--- config.mk ---
export PLATFORM = sky130hd
export DESIGN_NAME = sram_arbiter
export DESIGN_NICKNAME = d
export VERILOG_FILES = /design/src/rtl/sram_arbiter_pkg.sv /design/src/rtl/sram_arbiter.sv
export SDC_FILE = /design/constraint.sdc
export NUM_CORES = 1
export LEC_CHECK = 0
export BUFFER_PORTS_ARGS = -buffer_cell sky130_fd_sc_hd__buf_2
export CORE_MARGIN = 1
export CORE_UTILIZATION = 42
export DETAILED_ROUTE_END_ITERATION = 8
export HOLD_SLACK_MARGIN = 0.08
export PLACE_DENSITY = 0.76
export RECOVER_POWER = 25
export SLEW_MARGIN = 5
export SYNTH_ARGS = -nofsm -noshare
export SYNTH_HDL_FRONTEND = slang
export SYNTH_SLANG_ARGS = --single-unit
--- constraint.sdc ---
create_clock -name clk -period 3.93 [get_ports clk]
set_input_delay 0 -clock clk [delete_from_list [all_inputs] [get_ports clk]]
set_output_delay 0 -clock clk [all_outputs]
set_load 0.01 [all_outputs]
--- src/rtl/sram_arbiter_pkg.sv ---
// Shared types and constants for the single-port SRAM arbiter.
package sram_arbiter_pkg;

    localparam int         ADDR_W_DEF   = 20;
    localparam logic [3:0] SRAM_BE_IDLE = 4'hF;

    typedef enum logic [1:0] {
        IDLE,
        ACCESS,
        DONE
    } state_t;

    typedef enum logic {
        OWNER_IF,
        OWNER_D
    } owner_t;

endpackage

--- src/rtl/sram_arbiter.sv ---
// Arbitrates instruction-fetch and data ports onto one 32-bit asynchronous SRAM,
// holding strobes for WAIT_CYCLES and returning a one-cycle ready per access.
module sram_arbiter
    import sram_arbiter_pkg::*;
#(
    parameter int ADDR_W      = ADDR_W_DEF,
    parameter int WAIT_CYCLES = 1
) (
    input  logic              clk,
    input  logic              rst,
    input  logic              if_req,
    input  logic [31:0]       if_addr,
    output logic [31:0]       if_rdata,
    output logic              if_ready,
    input  logic              d_req,
    input  logic              d_we,
    input  logic [3:0]        d_be,
    input  logic [31:0]       d_addr,
    input  logic [31:0]       d_wdata,
    output logic [31:0]       d_rdata,
    output logic              d_ready,
    output logic              stall_req,
    output logic [ADDR_W-1:0] sram_addr,
    output logic [31:0]       sram_wdata,
    output logic              sram_wdata_oe,
    input  logic [31:0]       sram_rdata,
    output logic              sram_ce_n,
    output logic              sram_oe_n,
    output logic              sram_we_n,
    output logic [3:0]        sram_be_n
);

    localparam logic [3:0] CNT_INIT = 4'(WAIT_CYCLES - 1);

    state_t            state_q, state_d;
    owner_t            owner_q, owner_d;
    logic              we_q, we_d;
    logic [ADDR_W-1:0] addr_q, addr_d;
    logic [3:0]        be_q, be_d;
    logic [31:0]       wdata_q, wdata_d;
    logic [3:0]        cnt_q, cnt_d;
    logic              rd_done;
    logic              acc_d;

    // Only the word-address bits reach the SRAM.
    logic unused_addr_bits;
    assign unused_addr_bits = ^{if_addr[31:ADDR_W+2], if_addr[1:0],
                                d_addr[31:ADDR_W+2], d_addr[1:0]};

    always_comb begin
        state_d = state_q;
        owner_d = owner_q;
        we_d    = we_q;
        addr_d  = addr_q;
        be_d    = be_q;
        wdata_d = wdata_q;
        cnt_d   = cnt_q;
        rd_done = 1'b0;
        case (state_q)
            IDLE: begin
                if (d_req) begin
                    owner_d = OWNER_D;
                    we_d    = d_we;
                    addr_d  = d_addr[ADDR_W+1:2];
                    be_d    = d_be;
                    wdata_d = d_wdata;
                    cnt_d   = CNT_INIT;
                    state_d = ACCESS;
                end else if (if_req) begin
                    owner_d = OWNER_IF;
                    we_d    = 1'b0;
                    addr_d  = if_addr[ADDR_W+1:2];
                    be_d    = '1;
                    cnt_d   = CNT_INIT;
                    state_d = ACCESS;
                end
            end
            ACCESS: begin
                if (cnt_q == '0) begin
                    rd_done = ~we_q;
                    state_d = DONE;
                end else begin
                    cnt_d = cnt_q - 4'd1;
                end
            end
            DONE:    state_d = IDLE;
            default: state_d = IDLE;
        endcase
        acc_d = (state_d == ACCESS);
    end

    // Strobes are decoded from the next state so the SRAM pins come straight from flops.
    always_ff @(posedge clk or posedge rst) begin
        if (rst) begin
            state_q       <= IDLE;
            owner_q       <= OWNER_IF;
            we_q          <= 1'b0;
            addr_q        <= '0;
            be_q          <= '0;
            wdata_q       <= '0;
            cnt_q         <= '0;
            if_ready      <= 1'b0;
            d_ready       <= 1'b0;
            if_rdata      <= '0;
            d_rdata       <= '0;
            sram_wdata_oe <= 1'b0;
            sram_ce_n     <= 1'b1;
            sram_oe_n     <= 1'b1;
            sram_we_n     <= 1'b1;
            sram_be_n     <= SRAM_BE_IDLE;
        end else begin
            state_q       <= state_d;
            owner_q       <= owner_d;
            we_q          <= we_d;
            addr_q        <= addr_d;
            be_q          <= be_d;
            wdata_q       <= wdata_d;
            cnt_q         <= cnt_d;
            if_ready      <= (state_d == DONE) && (owner_q == OWNER_IF);
            d_ready       <= (state_d == DONE) && (owner_q == OWNER_D);
            sram_wdata_oe <= acc_d & we_d;
            sram_ce_n     <= ~acc_d;
            sram_oe_n     <= ~(acc_d & ~we_d);
            sram_we_n     <= ~(acc_d & we_d);
            sram_be_n     <= acc_d ? (we_d ? ~be_d : '0) : SRAM_BE_IDLE;
            if (rd_done) begin
                if (owner_q == OWNER_D) d_rdata  <= sram_rdata;
                else                    if_rdata <= sram_rdata;
            end
        end
    end

    assign sram_addr  = addr_q;
    assign sram_wdata = wdata_q;
    assign stall_req  = (if_req & ~if_ready) | (d_req & ~d_ready);

endmodule

Word-level counts from Yosys, hierarchy flattened. Cells that the tools add are included.

Register bits: 138. Bits in latches: 0. Bits in writable memories: 0. ROM bits: 0. Input port bits: 137. Output and inout bits: 127. Word-level logic and storage cells: 69. Memories kept: 0.

Add/sub/neg operators: 1. Multiply operators: 0. Div/mod/pow operators: 0. Order comparisons: 0. Eq/ne operators: 5. Shift operators: 0. Muxes and demuxes: 22. Bitwise operators: 14. Reductions and logical operators: 11.

Operators with widths (count): $mux W20 (2); $mux W4 (8); $not A1 Y1 (8); $pmux W4 S2 (1); $reduce_and A2 Y1 (4); $mux W1 (7); $mux W2 (3); $and A1 B1 Y1 (4); $eq A2 B1 Y1 const B (2); $logic_not A4 Y1 (1); $not A4 Y4 (1); $pmux W2 S2 (1); $reduce_bool A2 Y1 (2); $sub A4 B1 Y4 const B (1); $ne A3 B3 Y1 const B (1); $reduce_and A3 Y1 (1); $eq A2 B2 Y1 const B (1); $logic_and A1 B1 Y1 (2); $logic_not A2 Y1 (1); $ne A2 B2 Y1 const B (1); $or A1 B1 Y1 (1).

Depth between registers and ports, before layout.
Depth after elaboration: 6. Mapped depth: 6. Mapped depth without buffers: 5.

Worst setup path after synthesis. No wires, ideal clock.

Path kind: register -> register. Start: register cnt_q[0]. End: register if_rdata[23]. Arrival time: 1.628 ns. Setup slack: 2.174 ns. Cell stages (with the launch flop): 7. Buffers on the path: 1. Clock period less this slack: 1.756 ns. Path through: dfrtp_1 -> inv_1 -> ha_1 -> nor3b_4 -> nand3_2 -> buf_2 -> mux2_1.

Cells in the longest elaborated chain, start to end: 4.

RTL lines: from (decl) (line sram_arbiter.sv:41) `logic [3:0] cnt_q, cnt_d;`; from (signal assigned) (line sram_arbiter.sv:118) `cnt_q <= cnt_d;`; $logic_not A4 Y1 (line sram_arbiter.sv:79) `if (cnt_q == '0) begin`; $mux W1 (line sram_arbiter.sv:79); $mux W1 (line sram_arbiter.sv:59) `case (state_q)`; $reduce_and A2 Y1 (no line); to (signal assigned) (line sram_arbiter.sv:128) `else if_rdata <= sram_rdata;`; to (decl) (line sram_arbiter.sv:13) `output logic [31:0] if_rdata,`.

Every way passes these cells. A chain may end at the register's enable or synchronous reset.

Final worst setup path.
Start: register cnt_q[0]. End: register if_rdata[24].

Same word-level chain as after synthesis.

==> results by group <==
Clock tree
  – Clk pin slew, worst setup/hold paths: 0.06 ns
  – Max clock buf depth: 2
  – Post-cts resize count: 0
  – CTS tree: done
  – Total setup buffers inserted after CTS: 0
  – Clk root buf: clkbuf_16
  – Clk sink count: between 100 and 150
  – H-tree Lvls: 4
  – Num CTS Buffers: 17
  – Clock Latency Late Sink: between 0.4 and 0.5 ns
  – CTS Hold Buffers Added: roughly 120

Worst setup path
  – Crit path max-delay family: simple AND/OR/NAND/NOR gates
  – Worst Path Arrival: between 2 and 3 ns
  – R2R depth: 5
  – Setup CP Type: register to register
  – Worst path buffer plus inverter count: 1
  – Critical path fanouts, max: 32
  – Slowest CP cell: nand3_2
  – Crit path depth: 5
  – Worst EP required: between 4 and 5 ns
  – Cell Chain, Critical Path: inv_1 > ha_1 > nor3b_4 > nand3_2 > mux2_1
  – CP max stage delay: 0.81 ns
  – Nature of the critical path endpoint: register
  – Worst setup SP type: register

Worst hold path
  – Hold path depth: 3
  – Hold Crit Class: input pin to register

Logic synthesis
  – Share of the synthesized area in the top cell type: 58.0%
  – Top FF cell, synth: dfrtp_1
  – Syn. warnings: 0
  – Register area share after synthesis: 61.3%
  – Post-synth EDFFs: 0
  – Synth area leaders: dfrtp_1 (58%), mux2_2 (13%), mux2_4 (8.0%)
  – Yosys reg bits: 138
  – Ys async rst share: 100%
  – Netlist cell types: 40
  – Synth top cells by count: dfrtp_1 (131), mux2_2 (64), o21ai_0 (42)
  – Netlist Area Pre-Place: 5650 sq um
  – Gate Count Post-Synth: roughly 390
  – Cell accounting for the most synthesized area: dfrtp_1
  – Syn nets: about 530
  – Top-count cell post-synth: dfrtp_1
  – Syn Area/Cell: 14.6 sq um

Global route
  – Vias in the first global route: 4955
  – Initial antenna violation count: 0
  – Largest net degree at the start of global routing: 102
  – Global-route wire length before repair: 24100 um
  – Global route overflow: 0
  – Global Route Usage Sum: 22.0%

Power and ir drop
  – Clock power share: 21.9%
  – Net Sw Frac: 35.1%
  – Total power: about 6700 uW
  – Leakage power: 0.00400 uW
  – Comb power frac: 39.6%
  – Register share of total power: about two fifths
  – Internal power: 4360 uW
  – PD cells: 785 nW/um^2
  – Maximum vdd ir drop: 0.334 mV
  – Switching power: 2360 uW

Place
  – Dpl hpwl: 8760 um
  – IO Port Bufs: roughly 240
  – Routability cong.: ~0.72
  – Placed Instances: ~780
  – Area after DPL: approximately 7000 sq um
  – DP Worst Slack: between 1 and 1.5 ns

Floorplanning
  – I/O Pins: 264
  – Initial core utilization: 42.8%
  – Site Rows: 42
  – Core Region: between 10000 and 15000 sq um
  – Die Y: 118 um
  – Die Footprint: ~14000 sq um
  – Chip width: 118 um

Timing
  – Tcrit/Tclk final: 65.9%
  – Final hold vios: 0
  – # setup viols final: 0
  – Setup TNS: 0 ns
  – Least-Margin Pin Slew: 2.06 ns
  – Skew final: 0.00826 ns
  – Final min period: 2.59 ns
  – Final count of pins violating max slew: 102
  – Unrepaired setup endpoints after global routing: no
  – Final worst-path setup slack: 1.34 ns
  – FMAX: approximately 0.39 GHz
  – Max_slew headroom: -37.6%

Drt
  – DRC viols: 0
  – WL final: 14800 um
  – 1st-pass router iterations: 4
  – Via/cell ratio: 4.98
  – Drt initial violations: 185
  – Post-detailed-route count of antenna-violating nets: 0
  – Routed wire per std cell: roughly 16 um
  – Via count: between 4000 and 5000

Outcome
  – Outcome: complete, but fails checks
  – Failing checks: capacitance limit, slew limit

Final layout
  – Post-route cell area: 8550 sq um
  – # diodes: 0
  – Area grow syn2layout: 51.2%
  – Post-layout instance count excluding filler cells: a little over 900
  – Layout cells sized above 1: about two fifths
  – Nets: 877
  – FILL cells: 1030

Job
  – Maximum Capacitance Violations: 1
## cells in the final DEF (no fill, tap or decap), drive strengths merged, types with 2 or more instances in the layout
master,instances
or2,2
buf,146
nand2,3
dlygate4sd3,115
o21ai,43
o22ai,7
mux2,97
a21oi,5
nor2,11
clkinvlp,3
a2bb2oi,4
clkinv,9
dfrtp,131
mux2i,21
nor4b,4
dfstp,7
clkbuf,113
inv,12
o21a,2
## cells by family (layout without fill, tap and decap cells)
logic type,Yosys count,after routing,share of synthesized area [%]
AOI/OAI and AO/OA,64,64,6.47
adders and majority gates,1,1,0.221
buffers and inverters,34,399,3.03
DFF,138,138,61.3
muxes,118,118,25.0
and+or+nand+nor,32,32,3.96
## state kept, by name, summed over array words and instances, names as in the netlist, 2 cells and up
| name | count |
|---|---|
| d_rdata | 32 |
| if_rdata | 32 |
| sram_wdata | 32 |
| sram_addr | 20 |
| be_q | 4 |
| cnt_q | 4 |
| sram_be_n | 4 |
| state_q | 2 |
## path summary, 6_finish.rpt
check	startpoint	endpoint	slack, ns
max in group asynchronous	rst	sram_ce_n	1.79
setup / recovery	cnt_q[0]	if_rdata[24]	1.34
setup reg to reg	cnt_q[0]	if_rdata[24]	1.34
hold / removal	d_req	sram_oe_n	0.35
min in group asynchronous	rst	if_rdata[6]	0.79
hold reg to reg	sram_wdata[2]	sram_wdata[2]	0.49
## tightest hold or removal path, cell delays in order
cell and delay (ns):
buf_2 0.35, nand2_1 0.28, o22ai_1 0.10
## routing by layer
layer  share of wire, %  up-vias  track usage (%)  wire [um]
li1                   -     2083                -          -
met1                 39     2283             23.7       5710
met2                 53      212             40.1       7860
met3                5.0       45             4.65        741
met4                3.4        0             11.9        499
met5                  0        -                0          0
## stage by stage
stage	util, %	hold WS (ns)
2_1_floorplan	-	0.132
5_1_grt	64.8	0.365
6_report	64.8	0.351
3_5_place_dp	52.8	0.223
3_3_place_gp	52.8	0.219
4_1_cts	65.7	0.320
## area by class of cell
class	instances	area, sq um	share of cell area, %
Sequential cell	138	3460	40.5
Timing Repair Buffer	356	2240	26.3
Tap cell	176	220	2.58
Clock inverter	14	125	1.46
Multi-Input combinational cell	215	2020	23.6
Clock buffer	18	429	5.02
Inverter	11	45.0	0.527
## power by group through the flow
stage | clock, uW | sequential, uW | combinational, uW
2_1_floorplan | 0 | 2840 | 1410
3_3_place_gp | 0 | 2520 | 2610
3_5_place_dp | 0 | 2570 | 2690
4_1_cts | 1500 | 2560 | 2780
5_1_grt | 1560 | 2670 | 2880
6_report | 1470 | 2590 | 2660
Power figures use the tool's default switching activity.
